File: config.mk
export PLATFORM = sky130hd
export DESIGN_NAME = rr_mux_nway
export DESIGN_NICKNAME = d
export VERILOG_FILES = /design/src/rtl/rr_mux_nway.sv
export SDC_FILE = /design/constraint.sdc
export NUM_CORES = 1
export LEC_CHECK = 0
export CAP_MARGIN = 20
export CORE_UTILIZATION = 40
export CTS_CLUSTER_DIAMETER = 60
export CTS_CLUSTER_SIZE = 25
export DETAILED_ROUTE_END_ITERATION = 8
export GPL_ROUTABILITY_DRIVEN = 0
export HOLD_SLACK_MARGIN = 0.08
export PLACE_DENSITY = 0.8
export SLEW_MARGIN = 10
export SYNTH_ARGS = -nofsm -noshare
export SYNTH_HDL_FRONTEND = slang
export SYNTH_SLANG_ARGS = --single-unit
File: constraint.sdc
create_clock -name clk -period 2.69 [get_ports clk]
set_clock_uncertainty 0.1 [all_clocks]
set_input_delay 0.269 -clock clk [delete_from_list [all_inputs] [get_ports clk]]
set_output_delay 0.269 -clock clk [all_outputs]
set_load 0.03 [all_outputs]
File: src/rtl/rr_mux_nway.sv
// rr_mux_nway: registered N-way valid/ready mux with round-robin arbitration
// and packet lock that holds a grant until the last beat is accepted.
module rr_mux_nway #(
    parameter int WIDTH = 16,
    parameter int NUM_CH = 4,
    localparam int SEL_W = $clog2(NUM_CH)
) (
    input  logic                    clk,
    input  logic                    rst_n,
    input  logic [NUM_CH*WIDTH-1:0] in_data,
    input  logic [NUM_CH-1:0]       in_valid,
    input  logic [NUM_CH-1:0]       in_last,
    output logic [NUM_CH-1:0]       in_ready,
    output logic [WIDTH-1:0]        out_data,
    output logic [SEL_W-1:0]        out_ch,
    output logic                    out_last,
    output logic                    out_valid,
    input  logic                    out_ready
);
    logic [SEL_W-1:0] ptr, lock_ch, gnt;
    logic             locked, gnt_vld, load_en, xfer;
    assign load_en = !out_valid || out_ready;
    // Descending scan so the nearest channel after ptr wins the final assignment.
    always_comb begin
        gnt = lock_ch;
        gnt_vld = locked && in_valid[lock_ch];
        if (!locked)
            for (int k = NUM_CH; k >= 1; k--)
                if (in_valid[(int'(ptr) + k) % NUM_CH]) begin
                    gnt = SEL_W'((int'(ptr) + k) % NUM_CH);
                    gnt_vld = 1'b1;
                end
    end
    assign xfer = load_en && gnt_vld;
    assign in_ready = {NUM_CH{xfer}} & (NUM_CH'(1) << gnt);
    always_ff @(posedge clk or negedge rst_n) begin
        if (!rst_n) begin
            out_valid <= 1'b0;
            out_data  <= '0;
            out_ch    <= '0;
            out_last  <= 1'b0;
            ptr       <= SEL_W'(NUM_CH - 1);
            locked    <= 1'b0;
            lock_ch   <= '0;
        end else if (xfer) begin
            out_data  <= in_data[gnt*WIDTH +: WIDTH];
            out_ch    <= gnt;
            out_last  <= in_last[gnt];
            out_valid <= 1'b1;
            locked    <= !in_last[gnt];
            if (in_last[gnt]) ptr <= gnt;
            else lock_ch <= gnt;
        end else if (out_ready) begin
            out_valid <= 1'b0;
        end
    end
endmodule

==> impl_metrics.env <==
export IMPL_outcome="complete, no violations"
export IMPL_grt_max_degree=26
export IMPL_ir_drop_mv=0.4744
export IMPL_totalWireLength_um=5756
export IMPL_cts_tree="built"
export IMPL_seq_area_frac_synth_pct=32.26
export IMPL_ys_ff_latch=25
export IMPL_vias_per_cell=5.675
export IMPL_seqPwrFrac_pct=21.3
export IMPL_h_tree_depth=1
export IMPL_cts_made_buffers=3
export IMPL_r2r_cells=7
export IMPL_grt_pass1_vias=2046
export IMPL_drive_gt1_share_pct=16.67
export IMPL_cts_path_max_buffers=2
export IMPL_slowest_stage="dfstp_2"
export IMPL_path_common_cell="buf_4"
export IMPL_drtAntennaViolNets=0
export IMPL_cp_cell_sequence="mux2_2, a221oi_4, o31ai_4, nand2_4, buf_4, nor2_1, buf_4"
export IMPL_place_ws_ns=0.06895
export IMPL_syn_num_nets=272
export IMPL_required_ns=2.32
export IMPL_pwr_share_clk_pct=6.7
export IMPL_period_needed_ns=2.598
export IMPL_placedCellCount=350
export IMPL_drt_iter0_markers=48
export IMPL_stdcell_count=360
export IMPL_track_usage_pct=22.62
export IMPL_routedWlPerCell_um=15.99
export IMPL_core_mm2=0.004692
export IMPL_r2r_end="out_data[5]$_DFFE_PN0P_"
export IMPL_grt_antenna_before_repair=0
export IMPL_hold_viol=0
export IMPL_n_antenna_cell=0
export IMPL_critPathTopFamily="flip-flops"
export IMPL_synth_most_common_cell="mux2i_1"
export IMPL_startpoint_type="flip-flop"
export IMPL_row_count=25
export IMPL_p_leak_uw=0.001353
export IMPL_post_route_drc_count=0
export IMPL_cts_root_buf="clkbuf_8"
export IMPL_grt_overflow_total=0
export IMPL_pwr_share_comb_pct=72.1
export IMPL_avgSynthCellArea_um2=9.883
export IMPL_cp_end_kind="output port"
export IMPL_synthTopCellsByArea="dfrtp_1 (30%), mux2i_1 (20%), o221ai_1 (7.6%)"
export IMPL_p_sw_share_pct=46.77
export IMPL_maxCapViolCount=0
export IMPL_yosysWarnings=0
export IMPL_p_sw_uw=1557
export IMPL_synth_top_area_share_pct=29.56
export IMPL_ios=99
export IMPL_p_int_uw=1772
export IMPL_die_w_um=71.77
export IMPL_die_area_mm2=0.005150
export IMPL_final_nets=382
export IMPL_criticalPathCategory="reg -> out"
export IMPL_critPathArrivalTime_ns=2.23
export IMPL_period_share_pct=96.59
export IMPL_crit_path_max_fanout=8
export IMPL_p_per_area_mw_per_mm2=1060
export IMPL_yosysUniqueCellTypes=53
export IMPL_r2r_slack_ns=0.32
export IMPL_critPathMaxStageDelay_ns=0.61
export IMPL_syn_inst=197
export IMPL_vias=2043
export IMPL_hp_class="in -> async"
export IMPL_synth_commonest_cells="mux2i_1 (39), nand2_1 (25), dfrtp_1 (23)"
export IMPL_fillers=371
export IMPL_slew_headroom_pct=72.46
export IMPL_start_util_pct=41.49
export IMPL_multiInputGateArea_mm2=0.001230
export IMPL_grt_pass1_wl_um=9190
export IMPL_hold_slack_ns=0.2657
export IMPL_insertion_delay_ns=0.27
export IMPL_worst_pin_slew_ns=0.4100
export IMPL_area_growth_pct=61.38
export IMPL_cts_sinks=25
export IMPL_r2r_start="ptr[1]$_DFFE_PN1P_"
export IMPL_synth_edf_count=0
export IMPL_drt_pass1_iterations=4
export IMPL_die_y_um=71.77
export IMPL_ff_latch_area_um2=628.1
export IMPL_synth_cell_area_mm2=0.001947
export IMPL_path_clk_slew_ns=0.09
export IMPL_synth_top_flop_cell="dfrtp_1"
export IMPL_layout_setup_ws_ns=0.09161
export IMPL_synth_top_area_cell="dfrtp_1"
export IMPL_fmax_mhz=384.9
export IMPL_io_buffers=98
export IMPL_maxSlewViolCount=0
export IMPL_dpl_hpwl_um=4484
export IMPL_setup_viol=0
export IMPL_path_buf_inv=2
export IMPL_synthArstFlopShare_pct=100.0
==> registers in the layout (all words and copies together) (netlist names) <==
name,cells
ptr,2
lock_ch,2
out_ch,2
locked,1
out_valid,1
out_data,16
out_last,1
==> worst max path at each step <==
| stage | to | start | cells after the start | slack, ns |
|---|---|---|---|---|
| after floorplan | in_ready[0] | ptr[0]$_DFFE_PN1P_ | 9 | 0.20 |
| after global placement | out_data[9]$_DFFE_PN0P_ | in_valid[2] | 8 | 0.1 |
| after detailed placement | out_data[10]$_DFFE_PN0P_ | in_valid[1] | 8 | 0.07 |
| after CTS | in_ready[3] | ptr[0]$_DFFE_PN1P_ | 7 | 0.02 |
| after global routing | in_ready[3] | ptr[1]$_DFFE_PN1P_ | 7 | -0.01 |
| final | in_ready[3] | ptr[1]$_DFFE_PN1P_ | 7 | 0.09 |
==> power groups by stage <==
stage               combinational, uW  sequential (uW)  clock (uW)
global route                     2570              728         246
floorplan                        1330              947           0
finish                           2400              708         222
detailed placement               2290              718           0
CTS                              2310              711         228
global placement                 2260              708           0
==> cell type report <==
class	instances	area share [%]
Clock buffer	3	1.314
Sequential cell	25	19.99
Timing Repair Buffer	121	36.88
Multi-Input combinational cell	153	39.15
Inverter	3	0.3584
Clock inverter	1	0.1593
Tap cell	54	2.151
==> cells by family (layout without fill, tap and decap cells) <==
group / Yosys count / in the layout / synth area share (%)
compound gates: 56 / 56 / 24.29
mux: 42 / 42 / 22.36
simple gates: 55 / 55 / 14.20
buf+inv: 19 / 128 / 6.876
flops: 25 / 25 / 32.26
==> routing by layer <==
layer | up-vias | track usage, % | share of wire, %
met5 | - | 0 | 0
met1 | 974 | 27.07 | 40
met2 | 82 | 40.78 | 52
met3 | 14 | 4.219 | 5.6
li1 | 973 | - | -
met4 | 0 | 7.407 | 2.2
==> stage by stage <==
stage	cell area [um2]	TNS, ns	utilization (%)	total power, uW
after floorplan	1947	0	-	2275
after global placement	3003	0	64.00	2968
after detailed placement	3003	0	64.00	3004
after CTS	3057	0	65.15	3248
after global routing	3142	-0.02701	66.96	3546
final	3142	0	66.96	3329
==> layout by cell type (no fill, tap or decap), types with 3 or more instances in the layout <==
cell             instances
a21oi_1                  3
a31oi_1                  4
buf_4                   26
clkbuf_8                 3
clkdlybuf4s50_1         93
dfrtp_1                 23
inv_1                    3
mux2i_1                 38
nand2_1                 24
nand2_4                  3
nand2b_1                 4
nor2_1                   9
o221ai_1                17
==> timing repair <==
item,4_1_cts,5_1_grt
gates resized for setup,0,11
setup buffers,1,5
pin swaps,0,4
hold buffers,0,0
endpoints found under the setup margin,3,4
No activity file was read; power rests on OpenSTA's default activity.
